File: src/rtl/mp_add_seq_pkg.sv
// Shared constants for the multi-precision add/subtract sequencer:
// machine word width and FSM state encoding.
package mp_add_seq_pkg;

  localparam int W = 32;

  localparam logic [1:0] ST_IDLE = 2'd0;
  localparam logic [1:0] ST_RUN  = 2'd1;
  localparam logic [1:0] ST_DONE = 2'd2;

endpackage

File: src/rtl/mp_add_seq_adder.sv
// 32-bit carry-lookahead adder (adder32): 4-bit groups with group
// generate/propagate feeding the carry into the next group.
module adder32
  import mp_add_seq_pkg::*;
(
  input  logic [W-1:0] a,
  input  logic [W-1:0] b,
  input  logic         c_in,
  output logic [W-1:0] sum_o,
  output logic         c_o
);

  logic [W-1:0] g;
  logic [W-1:0] p;

  assign g = a & b;
  assign p = a ^ b;

  always_comb begin
    logic cy_grp;
    logic cy_bit;
    logic grp_g;
    logic grp_p;
    sum_o  = '0;
    cy_grp = c_in;
    for (int k = 0; k < W / 4; k++) begin
      cy_bit = cy_grp;
      for (int j = 0; j < 4; j++) begin
        sum_o[4*k+j] = p[4*k+j] ^ cy_bit;
        cy_bit       = g[4*k+j] | (p[4*k+j] & cy_bit);
      end
      // Group carry comes from lookahead terms, not from the in-group ripple.
      grp_g = g[4*k+3]
            | (p[4*k+3] & g[4*k+2])
            | (p[4*k+3] & p[4*k+2] & g[4*k+1])
            | (p[4*k+3] & p[4*k+2] & p[4*k+1] & g[4*k]);
      grp_p  = &p[4*k +: 4];
      cy_grp = grp_g | (grp_p & cy_grp);
    end
    c_o = cy_grp;
  end

endmodule

File: src/rtl/mp_add_seq.sv
// Multi-precision add/subtract sequencer: one shared 32-bit adder is stepped
// over WORDS words, LSB first, with the carry held in a register between words.
module mp_add_seq
  import mp_add_seq_pkg::*;
#(
  parameter int WORDS = 4
) (
  input  logic               clk,
  input  logic               rst,
  input  logic               in_valid,
  output logic               in_ready,
  input  logic [W*WORDS-1:0] a,
  input  logic [W*WORDS-1:0] b,
  input  logic               c_in,
  input  logic               sub,
  output logic               out_valid,
  input  logic               out_ready,
  output logic [W*WORDS-1:0] sum_o,
  output logic               c_o,
  output logic               ovf_o,
  output logic               busy,
  output logic [1:0]         state_dbg
);

  localparam int TW = W * WORDS;
  localparam int IW = (WORDS > 1) ? $clog2(WORDS) : 1;
  localparam logic [IW-1:0] LAST = IW'(WORDS - 1);

  logic [1:0]    state;
  logic [IW-1:0] idx;
  logic          carry;
  logic [TW-1:0] op_a;
  logic [TW-1:0] op_b;

  logic [W-1:0]  add_a;
  logic [W-1:0]  add_b;
  logic [W-1:0]  add_sum;
  logic          add_co;

  assign add_a = op_a[int'(idx)*W +: W];
  assign add_b = op_b[int'(idx)*W +: W];

  adder32 u_adder (
    .a     (add_a),
    .b     (add_b),
    .c_in  (carry),
    .sum_o (add_sum),
    .c_o   (add_co)
  );

  // Handshakes: a transfer happens on a rising edge where valid and ready are
  // both high. in_ready is high only in IDLE; out_valid is high only in DONE
  // and stays high with stable data until out_ready is seen at an edge.
  always_ff @(posedge clk or posedge rst) begin
    if (rst) begin
      state <= ST_IDLE;
      idx   <= '0;
      carry <= 1'b0;
      op_a  <= '0;
      op_b  <= '0;
      sum_o <= '0;
      c_o   <= 1'b0;
      ovf_o <= 1'b0;
    end else begin
      case (state)
        ST_IDLE: begin
          if (in_valid) begin
            op_a  <= a;
            op_b  <= sub ? ~b : b;
            carry <= sub ? 1'b1 : c_in;
            idx   <= '0;
            state <= ST_RUN;
          end
        end
        ST_RUN: begin
          sum_o[int'(idx)*W +: W] <= add_sum;
          carry                   <= add_co;
          idx                     <= idx + 1'b1;
          if (idx == LAST) begin
            idx   <= '0;
            c_o   <= add_co;
            // Overflow uses the post-inversion B sign, so it covers subtract too.
            ovf_o <= (op_a[TW-1] == op_b[TW-1]) && (add_sum[W-1] != op_a[TW-1]);
            state <= ST_DONE;
          end
        end
        ST_DONE: begin
          if (out_ready) begin
            state <= ST_IDLE;
          end
        end
        default: state <= ST_IDLE;
      endcase
    end
  end

  assign in_ready  = (state == ST_IDLE);
  assign out_valid = (state == ST_DONE);
  assign busy      = (state == ST_RUN) || (state == ST_DONE);
  assign state_dbg = state;

endmodule

File: config.mk
export PLATFORM = sky130hd
export DESIGN_NAME = mp_add_seq
export DESIGN_NICKNAME = d
export VERILOG_FILES = /design/src/rtl/mp_add_seq_pkg.sv /design/src/rtl/mp_add_seq_adder.sv /design/src/rtl/mp_add_seq.sv
export SDC_FILE = /design/constraint.sdc
export NUM_CORES = 1
export LEC_CHECK = 0
export BUFFER_PORTS_ARGS = -buffer_cell sky130_fd_sc_hd__buf_4
export CAP_MARGIN = 5
export CORE_ASPECT_RATIO = 1.2
export CORE_MARGIN = 2
export CORE_UTILIZATION = 61
export CTS_BUF_LIST = sky130_fd_sc_hd__clkbuf_4
export CTS_CLUSTER_SIZE = 24
export DETAILED_ROUTE_END_ITERATION = 8
export PLACE_DENSITY_LB_ADDON = 0.05
export SLEW_MARGIN = 20
export SYNTH_ARGS = -nofsm -noshare
export SYNTH_HDL_FRONTEND = slang
export SYNTH_SLANG_ARGS = --single-unit
File: constraint.sdc
create_clock -name clk -period 17.8 [get_ports clk]
set_input_delay 0 -clock clk [delete_from_list [all_inputs] [get_ports clk]]
set_output_delay 0 -clock clk [all_outputs]
set_load 0.005 [all_outputs]
==> impl_metrics.yaml <==
run_status:
  run_status: "finished with violations"
  failed_checks: "negative hold slack"
worst_setup_path:
  critPathMaxFanout: 38
  critPathMaxStageDelay_ns: 0.88
  crit_path_frequent_cell: "fa_1"
  setup.worst_path.start_class: "register"
  worstPathArrival_ns: 6.61
  cp_cell_sequence: "buf_4, mux4_2, ha_1, a21oi_2, a21boi_1, o311ai_1, nand2_1, or4_1, nand2_1, o21ai_0, a21oi_1, fa_1, fa_1, inv_1, fa_1, xnor2_1, or3_1, a41oi_1"
  worst_path_max_delay_cell: "dfrtp_4"
  cp_num_buf_inv: 2
  cp_data_required_time_ns: 18.46
  crit_family: "adder cells"
  crit_type: "reg2reg"
  cp-end-kind: "register"
sta:
  fin_crit_ns: 5.96
  tightest_slew_ns: 1.07
  fin_setup_tns_ns: 0
  rsz0062_at_grt: "no"
  hold_violations: 28
  finalSetupViolCount: 0
  fin_crit_sh_pct: 33.5
  hold_slack_ns: -0.0681
  drv_slew: 0
  fmax_ghz: 0.168
  setup_ws_ns: 11.84
  max_slew_margin_pct: 28.6
  clock_skew_ns: 0.0664
detailed_routing:
  vias_per_cell: 6.00
  totalWireLength_um: 64800
  vias: 16400
  wl_met1_um: 22200
  routed.top_layer: "met4"
  wl_met2_um: 31700
  wl_per_cell_um: 23.7
  drt_iter0_markers: 1800
  wl_met3_um: 6190
  firstDrtPassIters: 6
  ant_nets: 0
  drcViolationCount: 0
placement:
  post-dp-hpwl_um: 34000
  placed_cells: 2240
  finalWeightedCongestion: 0.863
  dpl_cell_area_um2: 21500
  dp_slack_ns: 11.81
  place.port_buffers: 396
floorplanning:
  start_util_pct: 61.8
  die_h_um: 194
  rows: 69
  fp.dieArea_um2: 31300
  die_w_um: 162
  pin_count: 397
  core_um2: 29500
synthesis:
  syn_avg_cell_area_um2: 11.9
  synth_top_area_share_pct: 53.6
  ys_async_sr_fraction_pct: 100
  syn_area_um2: 18300
  synthFlopType: "dfrtp_1"
  synthTopCellsByArea: "dfrtp_1 54%, mux2_2 8.0%, mux4_2 7.9%"
  yosys-top-cells-count: "391 x dfrtp_1, 263 x nand2_1, 254 x o21ai_0"
  yosysWarnings: 0
  yosys.area.top_type: "dfrtp_1"
  synth.most_common_cell: "dfrtp_1"
  synth-seq-area-share_pct: 53.6
  synthCells: 1540
  synth_edf_count: 0
  ys_seq_elements: 391
  ys_types: 41
  syn_nets: 1867
clock_tree:
  clk_pin_slew_ns: 0.07
  cts.sinks: 391
  cts_hold_buf: 332
  cts_buffer_depth: 3
  cts_tree: "done"
  cts_made_buffers: 93
  cts_setup_buffers: 0
  cts-resized-gates: 0
  clk_latency_ns: 0.79
  root_buffer: "clkbuf_4"
  htreeDepth: 3
cells_and_area:
  seq_area_um2: 9790
  nFillCells: 1314
  drive_above_1_share_pct: 31.9
  area_delta_synth_final_pct: 42.2
  nets: 2606
  finalCoreUtilization_pct: 87.9
  multi_input_area_um2: 7900
  fin_cells: 2735
  fin_area_um2: 26000
pwr:
  power_density_nw_per_um2: 187
  leakagePower_nw: 12.0
  ir_drop_uv: 109
global_routing:
  grt_max_degree: 178
  track_usage_pct: 40.7
  grt_pass1_vias: 17400
  grt_pass1_wl_um: 96800
  antenna_found_initial: 8
  grt_overflow: 0
flow_run:
  cap_violations: 0
worst_hold_path:
  hold_path.class: "in2async"
-- area by class of cell --
type	count	share of cell area, %
diodes	9	0.0868
clock inverters	16	0.236
flip-flops and latches	391	37.7
inverters	56	0.839
well taps	390	1.88
repair buffers	741	24.9
clock buffers	136	3.93
multi-input cells	996	30.4
-- metrics by stage --
step           hold WS, ns  power [mW]
2_1_floorplan        0.151        2.98
3_3_place_gp         0.234        3.76
3_5_place_dp         0.237        3.85
4_1_cts            0.00184        4.61
5_1_grt           -0.00848        5.13
6_report           -0.0681        4.86
-- cells in the final DEF, fill, tap and decap left out, drive strengths merged, types with 16 or more instances in the layout --
master / n
buf: 409
dfrtp: 391
dlygate4sd3: 332
nand2: 263
o21ai: 254
clkbuf: 136
xnor2: 130
mux2: 129
mux4: 64
inv: 56
ha: 41
fa: 24
a21oi: 19
clkinv: 16
-- flip-flops by register name, summed over array words and instances (netlist names) --
register	flops
op_a	128
op_b	128
idx	2
state_dbg	2
ovf_o	1
c_o	1
carry	1
sum_o	128
-- path summary, 6_finish.rpt --
path | start | to | slack, ns | cells past startpoint
max | idx[0]$_DFFE_PP0P_ | ovf_o$_DFFE_PP0P_ | 11.84 | 18
min | rst | sum_o[52]$_DFFE_PP0P_ | -0.07 | 3
max reg2reg | idx[0]$_DFFE_PP0P_ | ovf_o$_DFFE_PP0P_ | 11.84 | 18
min reg2reg | sum_o[102]$_DFFE_PP0P_ | sum_o[102]$_DFFE_PP0P_ | 0.48 | 2
max in group asynchronous | rst | op_a[7]$_DFFE_PP0P_ | 15.69 | 6
min in group clk | a[98] | op_a[98]$_DFFE_PP0P_ | -0.01 | 3
-- cells by family after synthesis --
family                     after synthesis  share of synthesized area, %
DFF                                    391                          53.6
AOI/OAI and AO/OA                      301                          8.79
and+or+nand+nor                        301                          6.61
adders and majority gates               65                          5.44
muxes                                  193                          15.9
xor gates and xnor gates               136                          6.53
buffers and inverters                  153                          3.18
-- per-layer routing --
metal  global-route usage [%]  vias up
met2                     66.1     1266
met4                     26.5        0
met1                     49.4     8009
met5                        0        -
met3                     8.55      343
li1                         -     6794
-- worst reg2reg max path: cells and delay by family (launching register included) --
family                   cells  cell delay (ns)
AO/OA/AOI/OAI                6             1.08
XOR/XNOR                     1             0.22
adder cells (fa/ha/maj)      4             1.18
buffers and inverters        2             0.79
flip-flops                   1             0.88
multiplexers                 1             0.62
AND/OR/NAND/NOR              4             1.11
-- where the power goes --
group	internal (mW)	switching, mW
registers	1.29	0.358
logic	1.12	1.37
clock network	0.346	0.380
No activity file was read; power rests on OpenSTA's default activity.
